## src/rtl/mdma_splitter_pkg.sv

```systemverilog
// Shared definitions for the MDMA splitter: FSM states, chunk status codes
// and the helper that sizes the chunk-offset field from MAX_CHUNK.
package mdma_pkg;

  typedef enum logic [2:0] {
    S_IDLE,
    S_CALC,
    S_ISSUE,
    S_DRAIN,
    S_DONE
  } state_e;

  localparam logic [1:0] OKAY   = 2'd0;
  localparam logic [1:0] SLVERR = 2'd2;
  localparam logic [1:0] DECERR = 2'd3;

  // Smallest n with 2**n >= max_chunk; exact for the power-of-two chunk sizes used here.
  function automatic int unsigned chunk_log2(input int unsigned max_chunk);
    int unsigned n;
    n = 0;
    for (int i = 0; i < 31; i++) begin
      if ((32'd1 << i) < max_chunk) n = i + 1;
    end
    return n;
  endfunction

endpackage

```

## src/rtl/mdma_splitter_if.sv

```systemverilog
// Request, completion, DMA-command and DMA-report channels of the splitter.
// slave is the splitter's view, master is the view of the surrounding system.
interface mdma_splitter_if #(
  parameter int SRC_ADDRESS_BITS = 31,
  parameter int DST_ADDRESS_BITS = 31,
  parameter int LENGTH_BITS      = 16,
  parameter int REQ_LENGTH_BITS  = 24
);
  logic [SRC_ADDRESS_BITS-1:0] req_src_addr;
  logic [DST_ADDRESS_BITS-1:0] req_dst_addr;
  logic [REQ_LENGTH_BITS-1:0]  req_bytes;
  logic                        req_valid;
  logic                        req_ready;

  logic [REQ_LENGTH_BITS-1:0]  done_bytes;
  logic [1:0]                  done_status;
  logic                        done_valid;
  logic                        done_ready;

  logic [SRC_ADDRESS_BITS-1:0] dma_cmd_src_addr;
  logic [DST_ADDRESS_BITS-1:0] dma_cmd_dst_addr;
  logic [LENGTH_BITS-1:0]      dma_cmd_bytes;
  logic                        dma_cmd_valid;
  logic                        dma_cmd_ready;

  logic [LENGTH_BITS-1:0]      dma_rpt_bytes;
  logic [1:0]                  dma_rpt_status;
  logic                        dma_rpt_valid;
  logic                        dma_rpt_ready;

  modport slave (
    input  req_src_addr, req_dst_addr, req_bytes, req_valid, done_ready,
           dma_cmd_ready, dma_rpt_bytes, dma_rpt_status, dma_rpt_valid,
    output req_ready, done_bytes, done_status, done_valid,
           dma_cmd_src_addr, dma_cmd_dst_addr, dma_cmd_bytes, dma_cmd_valid,
           dma_rpt_ready
  );

  modport master (
    output req_src_addr, req_dst_addr, req_bytes, req_valid, done_ready,
           dma_cmd_ready, dma_rpt_bytes, dma_rpt_status, dma_rpt_valid,
    input  req_ready, done_bytes, done_status, done_valid,
           dma_cmd_src_addr, dma_cmd_dst_addr, dma_cmd_bytes, dma_cmd_valid,
           dma_rpt_ready
  );
endinterface

```

## src/rtl/mdma_splitter_chunk_calc.sv

```systemverilog
// Combinational chunk sizer: the largest piece of the remaining transfer that
// crosses no MAX_CHUNK boundary at either the source or the destination.
module mdma_chunk_calc #(
  parameter int LENGTH_BITS     = 16,
  parameter int REQ_LENGTH_BITS = 24,
  parameter int MAX_CHUNK       = 256,
  parameter int OFF_BITS        = 8
) (
  input  logic [OFF_BITS-1:0]        i_src_off,
  input  logic [OFF_BITS-1:0]        i_dst_off,
  input  logic [REQ_LENGTH_BITS-1:0] i_rem,
  output logic [LENGTH_BITS-1:0]     o_chunk
);
  localparam int W = (REQ_LENGTH_BITS > LENGTH_BITS) ? REQ_LENGTH_BITS : LENGTH_BITS;

  logic [LENGTH_BITS-1:0] w_src_room;
  logic [LENGTH_BITS-1:0] w_dst_room;
  logic [LENGTH_BITS-1:0] w_room;

  // Rooms are 1..MAX_CHUNK, which always fits LENGTH_BITS.
  always_comb begin
    w_src_room = LENGTH_BITS'(MAX_CHUNK) - LENGTH_BITS'(i_src_off);
    w_dst_room = LENGTH_BITS'(MAX_CHUNK) - LENGTH_BITS'(i_dst_off);
    w_room     = (w_dst_room < w_src_room) ? w_dst_room : w_src_room;
    o_chunk    = (W'(i_rem) < W'(w_room)) ? LENGTH_BITS'(i_rem) : w_room;
  end

endmodule

```

## src/rtl/mdma_splitter.sv

```systemverilog
// Splits a copy request into MAX_CHUNK-aligned DMA commands, keeps at most
// MAX_OUTSTANDING unreported, and returns one completion. Option: MDMA_SPLITTER_ERR_ABORT_EN.
module mdma_splitter
  import mdma_pkg::*;
#(
  parameter int SRC_ADDRESS_BITS = 31,
  parameter int DST_ADDRESS_BITS = 31,
  parameter int LENGTH_BITS      = 16,
  parameter int REQ_LENGTH_BITS  = 24,
  parameter int MAX_CHUNK        = 256,
  parameter int MAX_OUTSTANDING  = 4
) (
  input  logic            aclk,
  input  logic            aresetn,
  mdma_splitter_if.slave  bus
);
  localparam int         OFF_BITS = chunk_log2(MAX_CHUNK);
  localparam logic [2:0] MAX_OUT  = 3'(MAX_OUTSTANDING);

  state_e                      r_state;
  state_e                      w_state_nxt;
  logic                        r_live;
  logic [SRC_ADDRESS_BITS-1:0] r_src;
  logic [DST_ADDRESS_BITS-1:0] r_dst;
  logic [REQ_LENGTH_BITS-1:0]  r_rem;
  logic [LENGTH_BITS-1:0]      r_chunk;
  logic [LENGTH_BITS-1:0]      w_chunk;
  logic [2:0]                  r_outstanding;
  logic [REQ_LENGTH_BITS-1:0]  r_done_bytes;
  logic [1:0]                  r_done_status;

  logic w_req_ready, w_cmd_valid, w_rpt_ready, w_done_valid;
  logic w_req_fire, w_cmd_fire, w_rpt_fire, w_last, w_stop;

  mdma_chunk_calc #(
    .LENGTH_BITS     (LENGTH_BITS),
    .REQ_LENGTH_BITS (REQ_LENGTH_BITS),
    .MAX_CHUNK       (MAX_CHUNK),
    .OFF_BITS        (OFF_BITS)
  ) u_chunk_calc (
    .i_src_off (r_src[OFF_BITS-1:0]),
    .i_dst_off (r_dst[OFF_BITS-1:0]),
    .i_rem     (r_rem),
    .o_chunk   (w_chunk)
  );

  // r_live holds req_ready low until the first clock edge after reset release.
  assign w_req_ready  = (r_state == S_IDLE) && r_live;
  assign w_cmd_valid  = (r_state == S_ISSUE) && (r_outstanding < MAX_OUT);
  assign w_rpt_ready  = (r_state == S_CALC) || (r_state == S_ISSUE) || (r_state == S_DRAIN);
  assign w_done_valid = (r_state == S_DONE);

  assign w_req_fire = w_req_ready && bus.req_valid;
  assign w_cmd_fire = w_cmd_valid && bus.dma_cmd_ready;
  assign w_rpt_fire = w_rpt_ready && bus.dma_rpt_valid;
  assign w_last     = (r_rem == REQ_LENGTH_BITS'(r_chunk));

`ifdef MDMA_SPLITTER_ERR_ABORT_EN
  assign w_stop = w_rpt_fire && (bus.dma_rpt_status != OKAY);
`else
  assign w_stop = 1'b0;
`endif

  // NOTE: sequential state uses non-blocking assignments so every flop samples pre-edge values.
  always_ff @(posedge aclk or negedge aresetn) begin
    if (!aresetn) r_state <= S_IDLE;
    else          r_state <= w_state_nxt;
  end

  // NOTE: next state defaults to the current state first, so no path can infer a latch.
  // A zero-length request passes through S_CALC so its completion lands two cycles after acceptance.
  always_comb begin
    w_state_nxt = r_state;
    unique case (r_state)
      S_IDLE:  if (w_req_fire) w_state_nxt = S_CALC;
      S_CALC: begin
        if (r_rem == '0)  w_state_nxt = S_DONE;
        else if (w_stop)  w_state_nxt = S_DRAIN;
        else              w_state_nxt = S_ISSUE;
      end
      S_ISSUE: begin
        if (w_cmd_fire)   w_state_nxt = (w_last || w_stop) ? S_DRAIN : S_CALC;
        else if (w_stop)  w_state_nxt = S_DRAIN;
      end
      S_DRAIN: if (r_outstanding == '0) w_state_nxt = S_DONE;
      S_DONE:  if (bus.done_ready) w_state_nxt = S_IDLE;
      default: w_state_nxt = S_IDLE;
    endcase
  end

  always_ff @(posedge aclk or negedge aresetn) begin
    if (!aresetn) begin
      r_live        <= 1'b0;
      r_src         <= '0;
      r_dst         <= '0;
      r_rem         <= '0;
      r_chunk       <= '0;
      r_outstanding <= '0;
      r_done_bytes  <= '0;
      r_done_status <= OKAY;
    end else begin
      r_live <= 1'b1;
      if (w_req_fire) begin
        r_src         <= bus.req_src_addr;
        r_dst         <= bus.req_dst_addr;
        r_rem         <= bus.req_bytes;
        r_done_bytes  <= '0;
        r_done_status <= OKAY;
      end
      if (r_state == S_CALC) r_chunk <= w_chunk;
      // Addresses wrap naturally at their width; rem never underflows since chunk <= rem.
      if (w_cmd_fire) begin
        r_src <= r_src + SRC_ADDRESS_BITS'(r_chunk);
        r_dst <= r_dst + DST_ADDRESS_BITS'(r_chunk);
        r_rem <= r_rem - REQ_LENGTH_BITS'(r_chunk);
      end
      if (w_rpt_fire) begin
        r_done_bytes  <= r_done_bytes + REQ_LENGTH_BITS'(bus.dma_rpt_bytes);
        r_done_status <= r_done_status | bus.dma_rpt_status;
      end
      unique case ({w_cmd_fire, w_rpt_fire})
        2'b10:   r_outstanding <= r_outstanding + 3'd1;
        2'b01:   r_outstanding <= r_outstanding - 3'd1;
        default: r_outstanding <= r_outstanding;
      endcase
    end
  end

  assign bus.req_ready        = w_req_ready;
  assign bus.dma_cmd_valid    = w_cmd_valid;
  assign bus.dma_rpt_ready    = w_rpt_ready;
  assign bus.done_valid       = w_done_valid;
  assign bus.dma_cmd_src_addr = r_src;
  assign bus.dma_cmd_dst_addr = r_dst;
  assign bus.dma_cmd_bytes    = r_chunk;
  assign bus.done_bytes       = r_done_bytes;
  assign bus.done_status      = r_done_status;

endmodule

```

## src/flat_wrapper.sv

```systemverilog
// flat-port wrapper written by rule: the top's interface ports become plain ports
module mdma_splitter_flat import mdma_pkg::*;
#(
  parameter int SRC_ADDRESS_BITS = 31,
  parameter int DST_ADDRESS_BITS = 31,
  parameter int LENGTH_BITS      = 16,
  parameter int REQ_LENGTH_BITS  = 24,
  parameter int MAX_CHUNK        = 256,
  parameter int MAX_OUTSTANDING  = 4
)
  (aclk, aresetn, bus_req_src_addr, bus_req_dst_addr, bus_req_bytes, bus_req_valid, bus_done_ready, bus_dma_cmd_ready, bus_dma_rpt_bytes, bus_dma_rpt_status, bus_dma_rpt_valid, bus_req_ready, bus_done_bytes, bus_done_status, bus_done_valid, bus_dma_cmd_src_addr, bus_dma_cmd_dst_addr, bus_dma_cmd_bytes, bus_dma_cmd_valid, bus_dma_rpt_ready);
  mdma_splitter_if #(.SRC_ADDRESS_BITS(SRC_ADDRESS_BITS), .DST_ADDRESS_BITS(DST_ADDRESS_BITS), .LENGTH_BITS(LENGTH_BITS), .REQ_LENGTH_BITS(REQ_LENGTH_BITS)) bus_i ();
  input  logic aclk;
  input  logic aresetn;
  input wire logic [$bits(bus_i.req_src_addr)-1:0] bus_req_src_addr;
  input wire logic [$bits(bus_i.req_dst_addr)-1:0] bus_req_dst_addr;
  input wire logic [$bits(bus_i.req_bytes)-1:0] bus_req_bytes;
  input wire logic [$bits(bus_i.req_valid)-1:0] bus_req_valid;
  input wire logic [$bits(bus_i.done_ready)-1:0] bus_done_ready;
  input wire logic [$bits(bus_i.dma_cmd_ready)-1:0] bus_dma_cmd_ready;
  input wire logic [$bits(bus_i.dma_rpt_bytes)-1:0] bus_dma_rpt_bytes;
  input wire logic [$bits(bus_i.dma_rpt_status)-1:0] bus_dma_rpt_status;
  input wire logic [$bits(bus_i.dma_rpt_valid)-1:0] bus_dma_rpt_valid;
  output wire logic [$bits(bus_i.req_ready)-1:0] bus_req_ready;
  output wire logic [$bits(bus_i.done_bytes)-1:0] bus_done_bytes;
  output wire logic [$bits(bus_i.done_status)-1:0] bus_done_status;
  output wire logic [$bits(bus_i.done_valid)-1:0] bus_done_valid;
  output wire logic [$bits(bus_i.dma_cmd_src_addr)-1:0] bus_dma_cmd_src_addr;
  output wire logic [$bits(bus_i.dma_cmd_dst_addr)-1:0] bus_dma_cmd_dst_addr;
  output wire logic [$bits(bus_i.dma_cmd_bytes)-1:0] bus_dma_cmd_bytes;
  output wire logic [$bits(bus_i.dma_cmd_valid)-1:0] bus_dma_cmd_valid;
  output wire logic [$bits(bus_i.dma_rpt_ready)-1:0] bus_dma_rpt_ready;
  assign bus_i.req_src_addr = bus_req_src_addr;
  assign bus_i.req_dst_addr = bus_req_dst_addr;
  assign bus_i.req_bytes = bus_req_bytes;
  assign bus_i.req_valid = bus_req_valid;
  assign bus_i.done_ready = bus_done_ready;
  assign bus_i.dma_cmd_ready = bus_dma_cmd_ready;
  assign bus_i.dma_rpt_bytes = bus_dma_rpt_bytes;
  assign bus_i.dma_rpt_status = bus_dma_rpt_status;
  assign bus_i.dma_rpt_valid = bus_dma_rpt_valid;
  assign bus_req_ready = bus_i.req_ready;
  assign bus_done_bytes = bus_i.done_bytes;
  assign bus_done_status = bus_i.done_status;
  assign bus_done_valid = bus_i.done_valid;
  assign bus_dma_cmd_src_addr = bus_i.dma_cmd_src_addr;
  assign bus_dma_cmd_dst_addr = bus_i.dma_cmd_dst_addr;
  assign bus_dma_cmd_bytes = bus_i.dma_cmd_bytes;
  assign bus_dma_cmd_valid = bus_i.dma_cmd_valid;
  assign bus_dma_rpt_ready = bus_i.dma_rpt_ready;
  mdma_splitter #(.SRC_ADDRESS_BITS(SRC_ADDRESS_BITS), .DST_ADDRESS_BITS(DST_ADDRESS_BITS), .LENGTH_BITS(LENGTH_BITS), .REQ_LENGTH_BITS(REQ_LENGTH_BITS), .MAX_CHUNK(MAX_CHUNK), .MAX_OUTSTANDING(MAX_OUTSTANDING)) u_core (.aclk(aclk), .aresetn(aresetn), .bus(bus_i));
endmodule
```

## config.mk

```make
export PLATFORM = sky130hd
export DESIGN_NAME = mdma_splitter_flat
export DESIGN_NICKNAME = d
export VERILOG_FILES = /design/src/rtl/mdma_splitter_pkg.sv /design/src/rtl/mdma_splitter_if.sv /design/src/rtl/mdma_splitter_chunk_calc.sv /design/src/rtl/mdma_splitter.sv /design/src/flat_wrapper.sv
export SDC_FILE = /design/constraint.sdc
export NUM_CORES = 1
export LEC_CHECK = 0
export ABC_AREA = 1
export CAP_MARGIN = 5
export CORE_UTILIZATION = 23
export DETAILED_ROUTE_END_ITERATION = 8
export PLACE_DENSITY = 0.48
export RECOVER_POWER = 25
export SETUP_SLACK_MARGIN = 0.5
export SLEW_MARGIN = 20
export SYNTH_ARGS = -nofsm -noshare
export SYNTH_HDL_FRONTEND = slang
export SYNTH_HIERARCHICAL = 1
export SYNTH_SLANG_ARGS = --single-unit
```

## constraint.sdc

```tcl
create_clock -name aclk -period 4.55 [get_ports aclk]
set_clock_uncertainty 0.05 [all_clocks]
set_input_delay 1.365 -clock aclk [delete_from_list [all_inputs] [get_ports aclk]]
set_output_delay 1.365 -clock aclk [all_outputs]
set_load 0.05 [all_outputs]
```

* Word level (Yosys, flattened, before mapping)
Index checks and enable logic that the tools add are counted.
** Word-level totals
- Bits in registers :: 135
- Output and inout bits :: 108
- Word-level logic and storage cells :: 66
** Cells by class
- $add $sub $neg :: 8
- Order comparisons :: 3
- Eq/ne operators :: 11
- Multiplexer cells :: 20
- Bitwise operators :: 1
- Reductions and logical operators :: 14
** Operators by type and width (number)
- $mux 31 :: 4
- $mux 24 :: 4
- $add 31x16->31 :: 2
- $mux 16 :: 2
- $add 24x16->24 :: 1
- $eq 24x16->1 :: 1
- $logic_not 24->1 :: 1
- $lt 24x16->1 :: 1
- $sub 24x16->24 :: 1
- $sub 9x8->10 const A :: 2
- $lt 16x16->1 :: 1
- $mux 3 :: 5
- $pmux 3 s5 :: 1
- $eq 3x2->1 const B :: 2
- $logic_not 3->1 :: 2
- $mux 2 :: 3
- $pmux 3 s2 :: 1
- $reduce_bool 2->1 :: 3
- $logic_and 1x1->1 :: 5
- $ne 2x1->1 const B :: 2
- $ne 2x2->1 const B :: 2
- $reduce_and 4->1 :: 1
- $add 3x1->3 const B :: 1
- $eq 3x1->1 const B :: 1
- other kinds (7) :: 8

* Longest topological paths before layout
Gate-level depths: netlist of run 1.
- Depth after elaboration :: 6
- Gate-level depth with buffers :: 29

* Hierarchy
The synthesis of run 1 kept the hierarchy.
** By module, submodules not included
- mdma_splitter :: instances 1, cells each 1810, area each 11492.3 µm², sequential area each 3378.2 µm²
- mdma_chunk_calc :: instances 1, cells each 173, area each 1038.5 µm², sequential area each 0.0 µm²

* Least setup slack after synthesis of run 1
OpenSTA, ideal clock, no wires.
- Path kind :: register -> register
- From :: register u_core.r_src[2] (netlist: u_core/bus.dma_cmd_src_addr[2])
- To :: register u_core.r_chunk[0] (netlist: u_core/bus.dma_cmd_bytes[0])
- Library setup time :: 0.125 ns
- Arrival time :: 3.884 ns
- Required time :: 4.375 ns
- Setup slack :: 0.491 ns
- Cell stages (with the launch flop) :: 26
- Path buffers :: 1
- Period minus slack after synthesis :: 4.059 ns
- Cell sequence :: dfrtp_1 nor3_2 inv_1 nor3_2 nor3b_2 xor2_1 ha_1 nand2_1 inv_1 nor3_1 nand2_1 nand2_2 nand2_4 buf_4 o21ai_0 inv_1 ha_1 a21oi_1 nor2_1 a211oi_1 nand2_2 nand2_4 nand2_8 nand2_1 nand2_1 mux2_2
** On the way
- Longest elaborated chain between the ends :: 5
** RTL lines
- start: declaration :: RTL line mdma_splitter.sv:23 : logic [SRC_ADDRESS_BITS-1:0] r_src;
- start signal: assignment :: RTL line mdma_splitter.sv:104 : r_src <= bus.req_src_addr;
- start signal: assignment :: RTL line mdma_splitter.sv:113 : r_src <= r_src + SRC_ADDRESS_BITS'(r_chunk);
- $sub 9x8->10 (*) :: RTL line mdma_splitter_chunk_calc.sv:22 : w_src_room = LENGTH_BITS'(MAX_CHUNK) - LENGTH_BITS'(i_src_off);
- $lt 16x16->1 :: RTL line mdma_splitter_chunk_calc.sv:24 : w_room = (w_dst_room < w_src_room) ? w_dst_room : w_src_room;
- $mux 16 (*) :: RTL line mdma_splitter_chunk_calc.sv:24
- $lt 24x16->1 :: RTL line mdma_splitter_chunk_calc.sv:25 : o_chunk = (W'(i_rem) < W'(w_room)) ? LENGTH_BITS'(i_rem) : w_room;
- $mux 16 (*) :: RTL line mdma_splitter_chunk_calc.sv:25
- via u_core.w_chunk[0] :: RTL line mdma_splitter.sv:27 : logic [LENGTH_BITS-1:0] w_chunk;
- end signal: assignment :: RTL line mdma_splitter.sv:110 : if (r_state == S_CALC) r_chunk <= w_chunk;
- end: declaration :: RTL line mdma_splitter.sv:26 : logic [LENGTH_BITS-1:0] r_chunk;
The timed path passes the listed nets; every way through them passes the cells marked *.
A chain may end at the register's enable or synchronous reset.

* Final worst setup path of run 1
- From :: register u_core.r_dst[0] (netlist: u_core/bus.dma_cmd_dst_addr[0])
- To :: register u_core.r_chunk[0] (netlist: u_core/bus.dma_cmd_bytes[0])
** On the way
- Longest elaborated chain between the ends :: 5
** RTL lines
- start: declaration :: RTL line mdma_splitter.sv:24 : logic [DST_ADDRESS_BITS-1:0] r_dst;
- start signal: assignment :: RTL line mdma_splitter.sv:105 : r_dst <= bus.req_dst_addr;
- start signal: assignment :: RTL line mdma_splitter.sv:114 : r_dst <= r_dst + DST_ADDRESS_BITS'(r_chunk);
- $sub 9x8->10 (*) :: RTL line mdma_splitter_chunk_calc.sv:23 : w_dst_room = LENGTH_BITS'(MAX_CHUNK) - LENGTH_BITS'(i_dst_off);
- $lt 16x16->1 :: RTL line mdma_splitter_chunk_calc.sv:24
- $mux 16 (*) :: RTL line mdma_splitter_chunk_calc.sv:24
- $lt 24x16->1 :: RTL line mdma_splitter_chunk_calc.sv:25
- $mux 16 (*) :: RTL line mdma_splitter_chunk_calc.sv:25
- via u_core.w_chunk[0] :: RTL line mdma_splitter.sv:27
Marks and branches as above.

==> results of run 1 <==
==> logic make-up after synthesis <==
family | Yosys count | share of synthesized area, %
flip-flops | 135 | 27.0
other | 2 | 0.0599
adder cells (fa/ha/maj) | 89 | 9.19
XOR/XNOR | 44 | 3.08
buffers and inverters | 322 | 10.5
AND/OR/NAND/NOR | 1140 | 38.5
multiplexers | 1 | 0.0899
AO/OA/AOI/OAI | 250 | 11.5
==> synth_stat cells, types with 4 or more instances <==
cell type	count	area, um2
nand4_1	22	138
inv_2	4	15.0
nor3_1	31	155
o21a_1	27	203
xor2_1	23	201
nand2_2	10	62.6
o21ai_0	89	445
nor2_2	5	31.3
buf_4	13	97.6
fa_1	5	100
clkbuf_1	5	18.8
nor4_1	7	43.8
a21o_1	5	37.5
ha_1	84	1050
dfrtp_1	135	3380
nand2_1	707	2650
o21ai_1	7	35.0
nor3_2	5	50.1
nand3_1	182	911
a211oi_1	4	30.0
a22o_1	5	43.8
o221ai_1	4	35.0
xnor2_1	21	184
a21oi_1	80	400
o211ai_1	9	67.6
or2_2	7	43.8
inv_1	271	1020
nor2_1	143	537
o21bai_1	15	113
buf_2	25	125
==> worst min path at each step <==
stage                              endpoint  depth (start not counted)
floorplan           u_core/r_outstanding[0]                          1
global placement    u_core/r_outstanding[0]                          1
detailed placement  u_core/r_outstanding[0]                          1
CTS                 u_core/r_outstanding[0]                          1
global route        u_core/r_outstanding[0]                          1
finish              u_core/r_outstanding[0]                          1
==> cells in the final DEF (no fill, tap or decap), types with 6 or more instances in the layout <==
cell,count
or2_2,7
dfrtp_1,130
nand3_1,182
buf_4,27
a21oi_1,79
nor2_2,6
nand2_1,704
o21ai_0,83
clkbuf_16,17
nand4_1,22
o211ai_1,9
xor2_1,22
xnor2_1,20
nor3_1,29
nor2_1,142
o21a_1,27
nor4_1,7
clkdlybuf4s50_1,216
o21ai_1,10
inv_1,269
conb_1,8
o21bai_1,15
ha_1,81
nand2_2,11
==> registers in the layout, indices dropped and copies added (netlist names) <==
signal                       count
u_core/r_outstanding             3
u_core/bus.dma_cmd_src_addr     31
u_core/bus.dma_cmd_bytes        16
u_core/bus.done_bytes           24
u_core/r_state                   3
u_core/r_live                    1
u_core/r_rem                    24
u_core/bus.dma_cmd_dst_addr     31
u_core/bus.done_status           2
==> layer usage <==
metal / vias to the layer above / part of all wire (%)
met3: 43 / 6.6
met2: 390 / 45
met5: - / 0
li1: 6798 / -
met4: 0 / 1.5
met1: 6316 / 47
==> power by group through the flow <==
stage / registers (mW) / clock network (mW) / logic, mW
6_report: 2.64 / 1.46 / 9.56
5_1_grt: 2.73 / 1.55 / 10.6
4_1_cts: 2.63 / 1.50 / 9.14
3_5_place_dp: 2.64 / 0 / 9.08
3_3_place_gp: 2.63 / 0 / 9.03
2_1_floorplan: 3.65 / 0 / 5.12
==> layout make-up <==
cell class,instances,share of cell area (%)
Multi-Input combinational cell,1533,49.1
Sequential cell,135,20.8
Timing Repair Buffer,249,14.9
Inverter,275,6.34
Tap cell,696,5.34
Clock buffer,18,2.63
Clock inverter,14,0.936
Antenna cell,1,0.0154
==> repair_timing <==
action	in CTS	in global routing
setup endpoints to repair	9	9
cloned	0	1
resized for setup	4	33
pin swaps	0	13
buffers inserted	0	11
==> impl_metrics.json, run 1 <==
{
  "critical_path.endpoint_type": "flop",
  "multiInputGateArea_um2": 8010,
  "switching_power_mw": 7.83,
  "reg2reg_to": "u_core/bus.dma_cmd_bytes[0]",
  "fin_cells": 2921,
  "vias": 13500,
  "gp_congestion": 0.945,
  "die_y_um": 235,
  "hold_buffers": 0,
  "path_class": "reg2reg",
  "antenna_found_initial": 2,
  "power.total_mw": 13.6,
  "numPortBuffers": 217,
  "crit_chain": "nor3_4 > nand2_1 > or2_1 > nand2_1 > inv_1 > ha_1 > a21oi_1 > nor2_1 > nor3_2 > nand2_1 > nand2_4 > nand2_8 > o21ai_4 > inv_2 > ha_4 > a21oi_2 > nor2_1 > a211oi_2 > nand2_2 > nand2_4 > nand2_8 > nand2_2 > nand2_1 > mux2_2",
  "final_area_um2": 16300,
  "clockRootBuffer": "clkbuf_16",
  "rows": 85,
  "place_ws_ns": 0.352,
  "ir_drop_mv": 0.310,
  "tns_ns": 0,
  "clk_pin_slew_ns": 0.07,
  "drt.antenna.violating_nets": 0,
  "sequentialPowerShare_pct": 19.3,
  "setup_viol": 0,
  "hold_ws_ns": 0.429,
  "clock_latency_ns": 0.46,
  "worstPathRequired_ns": 4.85,
  "dr.pass1.iters": 6,
  "die_area_um2": 55400,
  "crit_arrival_ns": 4.20,
  "synthFlopType": "dfrtp_1",
  "critPathTopFamily": "simple AND/OR/NAND/NOR gates",
  "start_util_pct": 23.3,
  "overflow": 0,
  "route.detailed.drc": 0,
  "r2r_slack_ns": 0.64,
  "synth_edf_count": 0,
  "syn_area_per_cell_um2": 6.32,
  "swShare_pct": 57.3,
  "pwr-share-comb_pct": 70.0,
  "tightest_slew_ns": 2.11,
  "status": "complete, but fails checks",
  "cp_max_fo": 9,
  "totalWireLength_mm": 49.9,
  "clock-sinks": 135,
  "use_met3_pct": 4.12,
  "dp_hpwl_mm": 39.6,
  "rr_worst_depth": 24,
  "hold_class": "reg2reg",
  "path_depth": 24,
  "crit-reg2reg-launch": "u_core/bus.dma_cmd_dst_addr[0]",
  "internal-power_mw": 5.82,
  "grt_usage_pct": 18.0,
  "crit_path_start_kind": "flop",
  "p_leak_nw": 7.94,
  "fmax_mhz": 256,
  "post_dp_cell_area_um2": 15500,
  "finalCritPeriodShare_pct": 85.9,
  "layout.nets": 2410,
  "h-tree-depth": 4,
  "cp-startpoint": "u_core/bus.dma_cmd_dst_addr[0]",
  "relSlewSlack_pct": -40.5,
  "viasPerCell": 4.64,
  "rsz0062_at_grt": "yes",
  "grt_use_met2_pct": 28.8,
  "ios": 218,
  "cpMostUsedCell": "nand2_1",
  "cts_tree": "built",
  "drt-wirelength-per-cell_um": 17.1,
  "yosysSeqAreaShare_pct": 27.0,
  "synth_cells": 1983,
  "slowest_delay_ns": 0.45,
  "core_region_area_um2": 53800,
  "area_growth_pct": 30.1,
  "drive_gt1_share_pct": 5.85,
  "seqCellArea_um2": 3380,
  "p_clk_share_pct": 10.7,
  "grt_max_degree": 72,
  "place_inst": 2876,
  "grt_pass1_wl_mm": 76.5,
  "synth_cell_types": 48,
  "violations": "max-capacitance violations, max-slew violations",
  "drtIter0Drc": 979,
  "yosys_warnings": 6,
  "met1_usage_pct": 24.5,
  "timing_hold_violations_final": 0,
  "ys_ff_latch": 135,
  "min_period_ns": 3.91,
  "crit_end": "u_core/bus.dma_cmd_bytes[0]",
  "cts_buffers": 17,
  "min-delay-start": "u_core/r_outstanding[0]",
  "final_util_pct": 30.3,
  "die_x_um": 235,
  "p_per_area_nw_per_um2": 837,
  "worst_slack_ns": 0.644,
  "grt_pass1_vias": 13100,
  "syn_area_um2": 12500,
  "synth-async-reset-ratio_pct": 100,
  "slew_violations": 72,
  "worst-path-buf-inv": 2,
  "max_cap_violations": 1,
  "slowest_stage": "dfrtp_2",
  "grt_busiest_layer": "met2",
  "cts_buffer_depth": 2,
  "fillCellCount": 5973
}
Power figures use the tool's default switching activity.
==> run 2: changes to the inputs <==
Settings changed: PLACE_DENSITY 0.48 to 0.5.
Clock period 4.55 ns to 3.14 ns, I/O delays scaled along.
==> run 2 against run 1 <==
Against the previous run: the flow finishes with violations (negative setup slack); sequential power up 39%; register-to-register slack worse by 1.3 ns; sequential cell count unchanged; design area up 2.8%; core utilization up 0.83 points; combinational power up 47%; first-iteration DRC count down 18%; non-clock buffer count up 60; global-route usage down 0.066 points; worst hold slack better by 0.0060 ns; via count up 1.7%; critical path type unchanged; critical endpoint unchanged.
==> impl_metrics.json, run 2 (synthesis gave the netlist of run 1 again) <==
{
  "ir_drop_mv": 0.393,
  "final_cell_mix": "701 x nand2_1, 268 x inv_1, 179 x nand3_1",
  "viasPerCell": 4.62,
  "met1Wirelength_mm": 23.1,
  "hold_buffers": 0,
  "drtIter0Drc": 799,
  "hold_class": "reg2reg",
  "switching_power_mw": 11.4,
  "ios": 218,
  "totalWireLength_mm": 49.9,
  "cts_tree": "built",
  "relSlewSlack_pct": 16.2,
  "layout.nets": 2470,
  "min-delay-start": "u_core/r_outstanding[0]",
  "tightest_slew_ns": 1.26,
  "status": "complete, but fails checks",
  "route.detailed.drc": 0,
  "area_growth_pct": 33.7,
  "crit_arrival_ns": 4.11,
  "drive_gt1_share_pct": 9.54,
  "sequentialPowerShare_pct": 18.3,
  "critical_path.endpoint_type": "flop",
  "cts_buffers": 17,
  "path_class": "reg2reg",
  "timing_hold_violations_final": 0,
  "max_cap_violations": 0,
  "numPortBuffers": 217,
  "crit_path_start_kind": "flop",
  "grt_usage_pct": 17.9,
  "cts_buffer_depth": 2,
  "rsz0062_at_grt": "yes",
  "dr.pass1.iters": 5,
  "cp-startpoint": "u_core/bus.dma_cmd_src_addr[2]",
  "min_period_ns": 3.82,
  "grt_pass1_wl_mm": 76.6,
  "overflow": 0,
  "violations": "negative setup slack",
  "rr_worst_depth": 24,
  "swShare_pct": 56.7,
  "drt.antenna.violating_nets": 0,
  "n_antenna_cell": 0,
  "wl_met3_mm": 3.20,
  "p_clk_share_pct": 11.3,
  "drt-wirelength-per-cell_um": 16.7,
  "core_region_area_um2": 53800,
  "internal-power_mw": 8.68,
  "place_ws_ns": -0.728,
  "antenna_found_initial": 1,
  "h-tree-depth": 4,
  "die_area_um2": 55400,
  "met2_length_mm": 22.3,
  "gp_congestion": 0.915,
  "fmax_mhz": 262,
  "clockRootBuffer": "clkbuf_16",
  "clock_latency_ns": 0.46,
  "cp_max_fo": 9,
  "start_util_pct": 23.3,
  "clock-sinks": 135,
  "pwr-share-comb_pct": 70.4,
  "layout.cells.most_common": "nand2_1",
  "hold_path_depth": 1,
  "slew_violations": 0,
  "die_y_um": 235,
  "grt_pass1_vias": 13400,
  "crit-reg2reg-launch": "u_core/bus.dma_cmd_src_addr[2]",
  "vias": 13800,
  "grt_max_degree": 83,
  "p_leak_nw": 8.55,
  "rows": 85,
  "highest_layer": "met4",
  "finalCritPeriodShare_pct": 122,
  "die_x_um": 235,
  "worstPathRequired_ns": 3.44,
  "dp_hpwl_mm": 39.7,
  "clk_pin_slew_ns": 0.06,
  "post_dp_cell_area_um2": 16100,
  "worst_slack_ns": -0.678,
  "p_per_area_nw_per_um2": 1200,
  "setup_viol": 9,
  "final_area_um2": 16800
}
==> run 2: cell types whose count changed in the layout (fill, tap and decap cells not counted), moves of 5 or more <==
cell,before,now
clkdlybuf4s50_1,216,108
dlygate4sd2_1,0,98
buf_4,27,86
o21ai_0,83,74
o21ai_1,10,18
buf_12,2,7
==> run 2: final timing paths <==
kind                            slack, ns                         endpoint
worst min register to register       0.44          u_core/r_outstanding[0]
worst min-delay path                 0.44          u_core/r_outstanding[0]
worst max-delay path                -0.68      u_core/bus.dma_cmd_bytes[0]
min in group asynchronous            0.52  u_core/bus.dma_cmd_src_addr[14]
max in group asynchronous            0.60   u_core/bus.dma_cmd_dst_addr[1]
worst max register to register      -0.68      u_core/bus.dma_cmd_bytes[0]
==> run 2: final cells by class <==
type	instances	area, um2
inverters	275	1040
fillers	5981	37100
repair buffers	309	2790
clock buffers	20	467
clock inverters	12	174
flip-flops and latches	135	3390
well taps	696	871
multi-input cells	1533	8020
==> run 2: worst max-delay path, cell delays in order, from the launching register on <==
cell and delay (ns):
dfrtp_2 0.44, nor3_4 0.22, inv_2 0.07, nor3_4 0.21, nor3b_2 0.21, xor2_1 0.21
ha_1 0.27, nand2_1 0.10, nor2_1 0.07, nor3_2 0.10, nand2_1 0.12, nand2_4 0.14
nand2_8 0.08, o21ai_2 0.15, inv_2 0.07, ha_4 0.22, a21oi_2 0.11, nor2_1 0.06
a211oi_2 0.18, nand2_2 0.10, nand2_4 0.10, nand2_8 0.08, nand2_1 0.06, nand2_1 0.04
mux2_2 0.25
==> run 2: timing repair <==
action / CTS / global route
gates resized for setup: 123 / 41
setup buffers: 2 / 5
cloned: 1 / 0
setup endpoints to repair: 116 / 33
endpoints found under the hold margin: 0 / 0
pin swaps: 1 / 11
==> run 2: power groups by stage <==
stage	registers (mW)	clock network (mW)	logic, mW
3_3_place_gp	3.70	0	13.9
2_1_floorplan	5.29	0	7.47
3_5_place_dp	3.70	0	14.0
6_report	3.67	2.26	14.1
5_1_grt	3.80	2.40	15.6
4_1_cts	3.68	2.34	13.9
==> run 2: per-stage QoR <==
step / util, % / total power, mW / std cells / setup TNS [ns] / hold WS (ns)
floorplan: - / 12.8 / 1989 / -4.77 / 0.396
global placement: 29.8 / 17.6 / 2940 / -4.78 / 0.414
detailed placement: 29.8 / 17.7 / 2940 / -5.68 / 0.427
CTS: 30.9 / 19.9 / 2975 / -4.86 / 0.219
global route: 31.1 / 21.8 / 2980 / -8.00 / 0.464
finish: 31.1 / 20.0 / 2980 / -5.32 / 0.435
==> run 2: metal layers <==
layer  GRT usage (%)  up-vias
li1                -     6920
met1            23.7     6383
met2            28.7      410
met3            4.14       58
met4            5.74        0
met5               0        -
